$ cat src/rtl/sdf_issue_arbiter.sv
// sdf_issue_arbiter: round-robin issue of engine queries into one fixed-latency sdf pipeline,
// with a tag shift register routing each returning distance back to its engine.
module sdf_issue_arbiter #(
  parameter int NUM_REQ     = 4,
  parameter int SDF_LATENCY = 12
) (
  input  logic                           clk,
  input  logic                           rst_n,
  input  logic [NUM_REQ-1:0]             req_valid,
  output logic [NUM_REQ-1:0]             req_ready,
  input  logic [27*NUM_REQ-1:0]          req_x,
  input  logic [27*NUM_REQ-1:0]          req_y,
  input  logic [27*NUM_REQ-1:0]          req_z,
  output logic [26:0]                    sdf_point_x,
  output logic [26:0]                    sdf_point_y,
  output logic [26:0]                    sdf_point_z,
  input  logic [26:0]                    sdf_distance,
  output logic [NUM_REQ-1:0]             resp_valid,
  output logic [26:0]                    resp_distance,
  output logic [$clog2(NUM_REQ+1)-1:0]   inflight,
  output logic                           idle
);
  localparam int IW = $clog2(NUM_REQ);
  localparam int CW = $clog2(NUM_REQ+1);
  // One extra stage covers the point register, so the last tag lines up with the sampled distance.
  localparam int NT = SDF_LATENCY + 1;

  logic [NUM_REQ-1:0]       out_q, out_d, elig, ret_oh;
  logic [IW-1:0]            rr_q, rr_d, gidx;
  logic [IW:0]              idx;
  logic                     acc, ret;
  logic [NT-1:0]            tv_q;
  logic [NT-1:0][IW-1:0]    tid_q;
  logic [CW-1:0]            inf_q, inf_d;

  always_comb begin
    elig      = req_valid & ~out_q;
    req_ready = '0;
    gidx      = '0;
    acc       = 1'b0;
    idx       = '0;
    for (int k = 0; k < NUM_REQ; k++) begin
      idx = {1'b0, rr_q} + (IW+1)'(k);
      idx = (idx >= (IW+1)'(NUM_REQ)) ? idx - (IW+1)'(NUM_REQ) : idx;
      if (!acc && elig[idx[IW-1:0]]) begin
        req_ready[idx[IW-1:0]] = 1'b1;
        gidx                   = idx[IW-1:0];
        acc                    = 1'b1;
      end
    end
  end

  assign ret    = tv_q[NT-1];
  assign ret_oh = ret ? (NUM_REQ'(1) << tid_q[NT-1]) : '0;
  assign out_d  = (out_q & ~ret_oh) | req_ready;
  assign rr_d   = !acc ? rr_q : (gidx == IW'(NUM_REQ-1)) ? '0 : gidx + 1'b1;
  assign inf_d  = inf_q + CW'(acc) - CW'(ret);
  assign inflight = inf_q;
  assign idle     = (inf_q == '0);

  always_ff @(posedge clk or negedge rst_n) begin
    if (!rst_n) begin
      out_q         <= '0;
      rr_q          <= '0;
      tv_q          <= '0;
      tid_q         <= '0;
      inf_q         <= '0;
      sdf_point_x   <= '0;
      sdf_point_y   <= '0;
      sdf_point_z   <= '0;
      resp_valid    <= '0;
      resp_distance <= '0;
    end else begin
      out_q      <= out_d;
      rr_q       <= rr_d;
      tv_q       <= {tv_q[NT-2:0], acc};
      tid_q      <= {tid_q[NT-2:0], gidx};
      inf_q      <= inf_d;
      resp_valid <= ret_oh;
      if (acc) begin
        sdf_point_x <= req_x[27*gidx +: 27];
        sdf_point_y <= req_y[27*gidx +: 27];
        sdf_point_z <= req_z[27*gidx +: 27];
      end
      if (ret) resp_distance <= sdf_distance;
    end
  end
endmodule

$ cat config.mk
export PLATFORM = sky130hd
export DESIGN_NAME = sdf_issue_arbiter
export DESIGN_NICKNAME = d
export VERILOG_FILES = /design/src/rtl/sdf_issue_arbiter.sv
export SDC_FILE = /design/constraint.sdc
export NUM_CORES = 1
export LEC_CHECK = 0
export CORE_AREA = 2 2 184 186
export DETAILED_ROUTE_END_ITERATION = 10
export DIE_AREA = 0 0 186 188
export PLACE_DENSITY_LB_ADDON = 0.15
export SYNTH_ARGS = -nofsm -noshare
export SYNTH_HDL_FRONTEND = slang
export SYNTH_SLANG_ARGS = --single-unit
$ cat constraint.sdc
create_clock -name clk -period 3.9 [get_ports clk]
set_clock_uncertainty 0.05 [all_clocks]
set_input_delay 0.78 -clock clk [delete_from_list [all_inputs] [get_ports clk]]
set_output_delay 0.78 -clock clk [all_outputs]
set_load 0.01 [all_outputs]
==> results.yml, run 1 <==
yosys:
  syn-cell-area_um2: 9131
  synthDistinctLibCells: 45
  synth_area_leaders: "dfrtp_1 (44%), a31oi_1 (11%), a21o_1 (6.7%)"
  async_flop_share_pct: 100.0
  synth_warnings: 0
  synth_top_area_share_pct: 43.85
  syn_inst: 1035
  synth_edf_count: 0
  synth_flop_cell: "dfrtp_1"
  synth_largest_area_cell: "dfrtp_1"
  yosys-top-cells-count: "a31oi_1 (163), dfrtp_1 (160), nand2_1 (94)"
  post-synth-top-count-cell: "a31oi_1"
  ys_ff_latch: 160
  syn_nets: 1404
  ys_seq_area_share_pct: 43.85
  syn-mean-instance-area_um2: 8.822
grt:
  antenna_found_initial: 2
  grt_max_degree: 106
  grt_pass1_wl_mm: 56.32
  grt.overflow.total: 0
  grt_pass1_vias: 9376
  grt_usage_pct: 21.04
layout:
  area_growth_pct: 65.09
  design_area_um2: 15070
  drive_above_1_share_pct: 8.564
  nNetsFinal: 1839
setup_path:
  r2r-start: "rr_q[0]"
  regToRegSetupSlack_ps: 770
  worst_ep_required_time_ps: 3070
  crit_path_start: "req_valid[2]"
  cp-end-kind: "output pin"
  crit_fanout: 4
  arrival_ps: 2770
  worstSetupPathType: "in -> out"
  crit_path_start_kind: "primary input"
  r2r_cells: 10
  worstReg2RegEnd: "sdf_point_y[8]"
drt:
  drc: 0
  vias: 9787
  wl_per_cell_um: 19.65
  drt-initial-drc-count: 563
  ant_nets: 0
  drtPass1Iterations: 4
  route.detailed.vias_per_inst: 5.060
  drt_wl_total_mm: 38.00
timing:
  hold_violations: 0
  slew_viol_final: 0
  setup_tns_ps: 0
  slew_headroom_pct: 58.04
  fmaxAchievable_mhz: 277.6
  rsz0062_at_grt: "false"
  setup_ws_ps: 297.1
  setup_violations: 0
  period_share_pct: 92.38
  worst_pin_slew_ps: 629.5
  hold-worst-slack_ps: 193.3
  fin_crit_ps: 3603
floorplanning:
  initial_utilization_pct: 27.58
  std_cell_rows: 67
  fp.coreArea_um2: 33110
  die_area_um2: 34970
  die_x_um: 186
  fp.dieH_um: 188
  boundaryPins: 477
clock_tree:
  numCtsBuffers: 17
  clk_path_buf_depth: 2
  htreeDepth: 4
  numClockSinks: 160
  clkTransAtPathRegs_ps: 90
  clkLatencyLatePin_ps: 430
  tritoncts: "done"
  root_buffer: "clkbuf_16"
flow_run:
  maxCapViolations: 0
power_and_ir_drop:
  p_clk_share_pct: 14.9
  peakVddDrop_mv: 0.4927
  p_sw_w: 0.005334
  swShare_pct: 43.78
  leakagePower_nw: 6.041
  power_density_nw_per_um2: 808.2
  p_int_w: 0.006850
  seq_power_share_pct: 23.5
  power_frac_comb_pct: 61.6
place:
  dp_hpwl_mm: 27.25
  placed_area_um2: 14390
  place_ws_ps: -0.7998
  gp_congestion: 0.8565
  portBuffers: 476
hold_path:
  hold_path.class: "in -> async"
outcome:
  status: "complete, no violations"
-- how the worst max path moves through the flow --
stage                        end  cells past startpoint
floorplan                rr_q[1]                     13
global placement    req_ready[2]                      7
detailed placement  req_ready[1]                      7
CTS                 req_ready[1]                      7
global route        req_ready[2]                      7
finish              req_ready[2]                      7
-- cell usage in the layout, fill, tap and decap left out, types with 6 or more instances in the layout --
| cell type | Yosys | routed |
|---|---|---|
| a21o_1 | 81 | 81 |
| a31oi_1 | 163 | 163 |
| buf_12 | 0 | 16 |
| buf_4 | 8 | 33 |
| clkbuf_16 | 0 | 17 |
| clkdlybuf4s50_1 | 0 | 471 |
| clkinv_8 | 0 | 7 |
| dfrtp_1 | 160 | 159 |
| ha_1 | 11 | 10 |
| inv_1 | 7 | 6 |
| mux2_2 | 27 | 27 |
| nand2_1 | 94 | 94 |
| nand2b_1 | 6 | 6 |
| nand3_1 | 86 | 86 |
| nor2_1 | 84 | 84 |
| nor3_1 | 85 | 85 |
| o21ai_0 | 85 | 85 |
-- worst max-delay path, stage by stage --
cell and delay, ps:
clkdlybuf4s50_1 440, and2b_1 210, mux4_2 540, buf_4 170, a222oi_1 340, nand2_1 100
dlymetal6s2s_1 190
-- registers in the layout, indices dropped and copies added (netlist names) --
name,cells
out_q,4
resp_valid,4
sdf_point_z,27
rr_q,2
inflight,3
sdf_point_x,27
sdf_point_y,27
tid_q,26
tv_q,13
resp_distance,27
-- timing repair --
item,in CTS,in global routing
hold buffers,0,0
resized for setup,1,6
buffers inserted,0,2
setup endpoints to repair,3,4
pin swaps,1,4
-- cell families (layout without fill, tap and decap cells) --
group                      count (synthesis)  in the layout  synth area share, %
and+or+nand+nor                          371            371                18.79
AOI/OAI and AO/OA                        342            342                24.03
DFF                                      160            160                43.85
buffers and inverters                    118            566                7.481
muxes                                     30             30                3.933
adders and majority gates                 12             12                1.726
xor gates and xnor gates                   2              2               0.1919
other                                      0              3                    0
-- per-layer routing --
layer  vias up  global-route usage (%)  share of wire [%]
met4         0                   7.359                2.7
met1      4664                   26.41                 41
met3        53                   4.972                7.1
met2       414                   35.13                 49
met5         -                       0                  0
li1       4656                       -                  -
-- cell type report --
class                      count  area, µm²
antenna                        3      7.507
timing repair buffer         525       5344
sequential                   160       4005
clock inverter                15      219.0
inverter                       9      37.54
tap                          448      560.5
multi-input combinational    757       4476
fill                        3224      18040
clock buffer                  17      425.4
-- per-stage QoR --
stage | std cells | total power (W) | util (%)
global placement | 1897 | 0.01038 | 43.46
finish | 1934 | 0.01218 | 45.52
global route | 1933 | 0.01307 | 45.52
CTS | 1929 | 0.01233 | 45.41
floorplan | 1035 | 0.007441 | -
detailed placement | 1897 | 0.01045 | 43.46
-- power groups by stage --
stage / registers (W) / clock network [W] / logic (W)
5_1_grt: 0.00297 / 0.00194 / 0.00816
2_1_floorplan: 0.00314 / 0 / 0.00430
3_5_place_dp: 0.00289 / 0 / 0.00756
4_1_cts: 0.00288 / 0.00188 / 0.00757
3_3_place_gp: 0.00286 / 0 / 0.00752
6_report: 0.00286 / 0.00181 / 0.00751
No activity file was read; power rests on OpenSTA's default activity.
==> run 2: changes to the inputs <==
--- a/config.mk
+++ b/config.mk
@@ -6,6 +6,7 @@
 export NUM_CORES = 1
 export LEC_CHECK = 0
 export CORE_AREA = 2 2 184 186
+export CTS_CLUSTER_DIAMETER = 120
 export DETAILED_ROUTE_END_ITERATION = 10
 export DIE_AREA = 0 0 186 188
 export PLACE_DENSITY_LB_ADDON = 0.15
==> results of run 2 <==
Same layout as run 1: the final DEF is identical, and so are final timing and power.
